<file path="src/rtl/camera_pkg.sv">
// Shared camera-path definitions: packing geometry, frame bound default and packer states.
package camera_pkg;

  localparam int unsigned PIX_PER_WORD    = 32;
  localparam int unsigned IDX_W           = $clog2(PIX_PER_WORD);
  localparam int unsigned HALF_W          = 16;
  localparam int unsigned FRAME_WORDS_DEF = 9600;
  localparam int unsigned WCNT_W          = 14;
  localparam int unsigned FCNT_W          = 16;

  typedef enum logic [1:0] {
    IDLE   = 2'd0,
    ACTIVE = 2'd1,
    FLUSH  = 2'd2
  } state_t;

  // Packed word as seen by the two SDRAM write ports.
  typedef struct packed {
    logic [HALF_W-1:0] hi;
    logic [HALF_W-1:0] lo;
  } word_t;

endpackage

</file>
<file path="src/rtl/binary_pixel_packer.sv">
// Packs the 1-bit thresholded pixel stream into frame-aligned 32-bit words for the
// SDRAM write ports, with a per-frame word bound and optional partial-word flush.
module binary_pixel_packer
  import camera_pkg::*;
#(
  parameter int unsigned FRAME_WORDS   = FRAME_WORDS_DEF,
  parameter int unsigned FLUSH_PARTIAL = 1
) (
  input  logic              iCLK,
  input  logic              iRST_N,
  input  logic              iEN,
  input  logic              iFVAL,
  input  logic              iDVAL,
  input  logic              iDATA,
  output logic [HALF_W-1:0] oDATA_LO,
  output logic [HALF_W-1:0] oDATA_HI,
  output logic              oWR,
  output logic [WCNT_W-1:0] oWORD_CNT,
  output logic [FCNT_W-1:0] oFRAME_CNT,
  output logic              oFRAME_DONE,
  output logic              oTRUNC,
  output logic              oBUSY
);

  localparam logic [WCNT_W-1:0] LIMIT    = WCNT_W'(FRAME_WORDS);
  localparam logic [IDX_W-1:0]  LAST_IDX = IDX_W'(PIX_PER_WORD - 1);
  localparam logic              FLUSH_EN = (FLUSH_PARTIAL != 0);

  state_t                    r_state;
  state_t                    w_state_nxt;
  logic                      r_fval_d;
  logic                      w_rise;
  logic                      w_fall;
  logic                      w_start;
  logic                      w_at_limit;
  logic [IDX_W-1:0]          r_idx;
  logic [IDX_W-1:0]          w_idx_nxt;
  logic [PIX_PER_WORD-1:0]   r_pack;
  logic [PIX_PER_WORD-1:0]   w_pack_nxt;
  logic [PIX_PER_WORD-1:0]   w_merged;
  word_t                     r_word;
  word_t                     w_word_nxt;
  logic                      r_wr;
  logic                      w_wr_nxt;
  logic [WCNT_W-1:0]         r_wcnt;
  logic [WCNT_W-1:0]         w_wcnt_nxt;
  logic [FCNT_W-1:0]         r_fcnt;
  logic [FCNT_W-1:0]         w_fcnt_nxt;
  logic                      r_done;
  logic                      w_done_nxt;
  logic                      r_trunc;
  logic                      w_trunc_nxt;
  logic                      r_busy;

  assign w_rise     = iFVAL & ~r_fval_d;
  assign w_fall     = ~iFVAL & r_fval_d;
  assign w_at_limit = (r_wcnt >= LIMIT);
  // New frame: enabled rise from IDLE, or a rise while ACTIVE (lost fall, resync).
  assign w_start    = w_rise & (((r_state == IDLE) & iEN) | (r_state == ACTIVE));

  always_comb begin
    w_merged        = r_pack;
    w_merged[r_idx] = iDATA;
  end

  // State register.
  always_ff @(posedge iCLK or negedge iRST_N) begin
    if (!iRST_N) begin
      r_state <= IDLE;
    end else begin
      r_state <= w_state_nxt;
    end
  end

  // Next-state logic.
  always_comb begin
    w_state_nxt = r_state;
    case (r_state)
      IDLE:    if (w_rise && iEN) w_state_nxt = ACTIVE;
      ACTIVE:  if (w_fall) w_state_nxt = FLUSH;
      FLUSH:   w_state_nxt = IDLE;
      default: w_state_nxt = IDLE;
    endcase
  end

  // Output / datapath next values; frame close work is done on the edge entering FLUSH.
  always_comb begin
    w_idx_nxt   = r_idx;
    w_pack_nxt  = r_pack;
    w_word_nxt  = r_word;
    w_wr_nxt    = 1'b0;
    w_wcnt_nxt  = r_wcnt;
    w_fcnt_nxt  = r_fcnt;
    w_done_nxt  = 1'b0;
    w_trunc_nxt = r_trunc;
    if (w_start) begin
      w_idx_nxt   = '0;
      w_pack_nxt  = '0;
      w_wcnt_nxt  = '0;
      w_trunc_nxt = 1'b0;
    end else if (r_state == ACTIVE) begin
      if (w_fall) begin
        if ((r_idx != '0) && FLUSH_EN && !w_at_limit) begin
          w_word_nxt = word_t'(r_pack);
          w_wr_nxt   = 1'b1;
          w_wcnt_nxt = r_wcnt + WCNT_W'(1);
        end
        w_done_nxt = 1'b1;
        w_fcnt_nxt = r_fcnt + FCNT_W'(1);
        w_idx_nxt  = '0;
        w_pack_nxt = '0;
      end else if (iDVAL && iFVAL) begin
        if (w_at_limit) begin
          w_trunc_nxt = 1'b1;
        end else if (r_idx == LAST_IDX) begin
          w_word_nxt = word_t'(w_merged);
          w_wr_nxt   = 1'b1;
          w_wcnt_nxt = r_wcnt + WCNT_W'(1);
          w_idx_nxt  = '0;
          w_pack_nxt = '0;
        end else begin
          w_idx_nxt  = r_idx + IDX_W'(1);
          w_pack_nxt = w_merged;
        end
      end
    end
  end

  // Datapath and output registers.
  always_ff @(posedge iCLK or negedge iRST_N) begin
    if (!iRST_N) begin
      r_fval_d <= 1'b0;
      r_idx    <= '0;
      r_pack   <= '0;
      r_word   <= '0;
      r_wr     <= 1'b0;
      r_wcnt   <= '0;
      r_fcnt   <= '0;
      r_done   <= 1'b0;
      r_trunc  <= 1'b0;
      r_busy   <= 1'b0;
    end else begin
      r_fval_d <= iFVAL;
      r_idx    <= w_idx_nxt;
      r_pack   <= w_pack_nxt;
      r_word   <= w_word_nxt;
      r_wr     <= w_wr_nxt;
      r_wcnt   <= w_wcnt_nxt;
      r_fcnt   <= w_fcnt_nxt;
      r_done   <= w_done_nxt;
      r_trunc  <= w_trunc_nxt;
      r_busy   <= (w_state_nxt != IDLE);
    end
  end

  assign oDATA_LO    = r_word.lo;
  assign oDATA_HI    = r_word.hi;
  assign oWR         = r_wr;
  assign oWORD_CNT   = r_wcnt;
  assign oFRAME_CNT  = r_fcnt;
  assign oFRAME_DONE = r_done;
  assign oTRUNC      = r_trunc;
  assign oBUSY       = r_busy;

endmodule

</file>
<file path="config.mk">
export PLATFORM = sky130hd
export DESIGN_NAME = binary_pixel_packer
export DESIGN_NICKNAME = d
export VERILOG_FILES = /design/src/rtl/camera_pkg.sv /design/src/rtl/binary_pixel_packer.sv
export SDC_FILE = /design/constraint.sdc
export NUM_CORES = 1
export LEC_CHECK = 0
export CORE_MARGIN = 10
export CORE_UTILIZATION = 25
export DETAILED_ROUTE_END_ITERATION = 10
export GPL_ROUTABILITY_DRIVEN = 0
export PLACE_DENSITY_LB_ADDON = 0.05
export SLEW_MARGIN = 25
export SYNTH_ARGS = -nofsm -noshare
export SYNTH_HDL_FRONTEND = slang
export SYNTH_SLANG_ARGS = --single-unit
</file>
<file path="constraint.sdc">
create_clock -name iCLK -period 3.9 [get_ports iCLK]
set_input_delay 1.17 -clock iCLK [delete_from_list [all_inputs] [get_ports iCLK]]
set_output_delay 1.17 -clock iCLK [all_outputs]
set_load 0.01 [all_outputs]
</file>
==> results.ini <==
[setup_path]
r2r_start=r_idx[3]$_DFFE_PN0P_
path_cells=clkdlybuf4s50_1, nor2b_1, a22oi_1, nor4_4, buf_12, o21ai_0, a31oi_1
path_buf_inv=2
cp-startpoint=iFVAL
ff2ff_path_depth=6
cp_slowest_cell=nor2b_1
startpoint_type=input pin
cp.arrival_ns=3.57
crit_required_ns=4.17
timing.rr.end=r_pack[21]$_DFFE_PN0P_
cp-end-kind=flip-flop
crit_type=in2reg
slowest_delay_ns=0.65
r2r_setup_slack_ns=1.29
crit_fanout=75
critical-path-top-delay-family=simple AND/OR/NAND/NOR gates

[timing]
fin_skew_ns=0.0108
setup_viol=0
setup_tns_ns=0
drv_slew=0
rsz0062_at_grt=false
layout_min_cycle_time_ns=3.30
max_slew_margin_pct=44.5
fmax_mhz=303
post-route-period-util_pct=84.6
report.final.hold_viol_count=0
holdWs_ns=0.483
worstMarginPinSlew_ns=0.832

[synth]
netlist_top_cells_area=dfrtp_1 50%, a21oi_1 6.1%, mux2i_1 5.4%, o21ai_0 4.6%, nand3_1 4.1%
synthMuxAreaShare_pct=5.63
synth-compound-area-share_pct=19.1
synth_area_um2=5360
syn_area_per_cell_um2=9.49
synth_fa_ha_area_share_pct=1.87
synth_top_family_by_area=compound AO/OA/AOI/OAI gates
ys_ff_latch=106
syn-num-nets=578
yosys.area_share.simple_pct=16.8
synth_xor_area_share_pct=2.62
synth-edff-count=0
async_reset_ff_share_pct=100
synth_top_area_cell=dfrtp_1
synth_top_area_share_pct=49.5
yosysWarnings=0
synth-main-ff-cell=dfrtp_1
ys_types=57
synth_seq_area_share_pct=49.5
syn_inst=564

[grt]
grt_pass1_vias=4445
antenna_found_initial=0
grt_pass1_wl_um=25600
grt_max_degree=76
grt_usage_pct=11.3
grt-ovfl-total=0

[clock_network]
insertion_delay_ns=0.36
htree_levels=3
numCtsBuffers=9
hold_buffers=0
cts-root-buf=clkbuf_16
cts_sinks=106
cts_resized=0
clockBufferDepth=2
cts_tree=done
post-cts-setup-buffers=0
clk_pin_slew_worst_paths_ns=0.08

[route]
drc_errors=0
dr.pass1.iters=4
routed_wl_um=15500
wl_per_cell_um=17.3
vias=4280
drtIter0Drc=201
avgViaCountPerCell=4.79
drtAntennaViolNets=0

[placed_design]
hpwl_um=10000
numPortBuffers=71

[power]
p_clk_share_pct=23.5
p_comb_share_pct=33.9
swShare_pct=35.6
p_int_w=0.00239
switching_power_w=0.00132
seqPwrFrac_pct=42.6
p_leak_nw=2.77
ir_drop_uv=225
powerDensity_nw_per_um2=563

[floorplan]
fp-row-count=53
die_x_um=166
core_um2=21000
start_util_pct=25.5
die_y_um=166
io_pins=72
die_area_um2=27700

[layout]
num-nets-final=627
antennaDiodeCount=0
layout_commonest_cell=dfrtp_1
mostFrequentLayoutCells=106 x dfrtp_1, 70 x clkdlybuf4s50_1, 65 x a21oi_1, 49 x o21ai_0, 47 x nor2_1
layout-drive-gt1-share_pct=7.93
area_growth_pct=23.2

[status]
status=completed

[hold_path]
holdPathStages=1
hold_path_startpoint=oFRAME_CNT[15]$_DFFE_PN0P_
hold_class=reg2reg
min_to=oFRAME_CNT[15]$_DFFE_PN0P_

[job]
drv_cap=0

cell type report:
class / count / area (um^2)
Fill cell: 2167 / 14400
Timing Repair Buffer: 83 / 823
Inverter: 10 / 37.5
Clock buffer: 9 / 225
Tap cell: 275 / 344
Clock inverter: 7 / 43.8
Multi-Input combinational cell: 403 / 2470
Sequential cell: 106 / 2650
Yosys cell counts, types with 11 or more instances:
master and instances:
clkbuf_1 28, a31oi_1 13, nand2_1 24, buf_2 11
a21oi_1 65, dfrtp_1 106, xnor2_1 12, mux2i_1 29
nand3_1 44, nor2_1 47, o21ai_0 49, o21ai_1 23
kinds of logic after synthesis:
| logic type | count (synthesis) |
|---|---|
| adders and majority gates | 8 |
| and+or+nand+nor | 173 |
| DFF | 106 |
| buffers and inverters | 55 |
| muxes | 30 |
| xor gates and xnor gates | 16 |
| AOI/OAI and AO/OA | 176 |
stage by stage:
step,total power (W),area (um^2),worst slack [ns],cells,utilization (%)
floorplan,0.00221,5360,1.27,564,-
global placement,0.00289,6330,0.358,877,30.1
detailed placement,0.00290,6330,0.232,877,30.1
CTS,0.00380,6600,0.606,893,31.4
global route,0.00401,6600,0.394,893,31.4
finish,0.00372,6600,0.601,893,31.4
worst max-delay path by stage:
stage / to / slack, ns / cells past startpoint
4_1_cts: oWORD_CNT[5]$_DFFE_PN0P_ / 0.61 / 7
2_1_floorplan: oWORD_CNT[11]$_DFFE_PN0P_ / 1.27 / 6
5_1_grt: oWORD_CNT[5]$_DFFE_PN0P_ / 0.39 / 7
6_report: oWORD_CNT[5]$_DFFE_PN0P_ / 0.60 / 7
3_3_place_gp: oWORD_CNT[7]$_DFFE_PN0P_ / 0.36 / 7
3_5_place_dp: oWORD_CNT[8]$_DFFE_PN0P_ / 0.23 / 7
flip-flops by register name, indices dropped and copies added, names as in the netlist:
register     cells
r_state          2
oBUSY            1
r_fval_d         1
oTRUNC           1
oDATA_HI        16
oFRAME_DONE      1
r_idx            5
oWR              1
r_pack          32
oDATA_LO        16
oWORD_CNT       14
oFRAME_CNT      16
worst reg2reg max path, stage by stage, from the launching register on:
cell	delay [ns]
dfrtp_1	0.61
and3_1	0.37
ha_1	0.25
a211o_1	0.33
a2111oi_4	0.47
nand2_2	0.28
o21ai_1	0.23
per-layer routing:
| metal | share of wire [%] | GRT usage (%) | vias up |
|---|---|---|---|
| met5 | 0 | 0 | - |
| met2 | 47 | 18.1 | 97 |
| met1 | 47 | 14.7 | 2076 |
| met4 | 0.56 | 2.41 | 0 |
| li1 | - | - | 2099 |
| met3 | 5.5 | 3.27 | 8 |
power groups by stage:
stage          combinational [W]  sequential, W  clock, W
2_1_floorplan           0.000572        0.00163         0
3_3_place_gp             0.00128        0.00161         0
3_5_place_dp             0.00129        0.00161         0
4_1_cts                  0.00129        0.00159  0.000917
5_1_grt                  0.00140        0.00164  0.000968
6_report                 0.00126        0.00158  0.000875
Power figures use the tool's default switching activity.
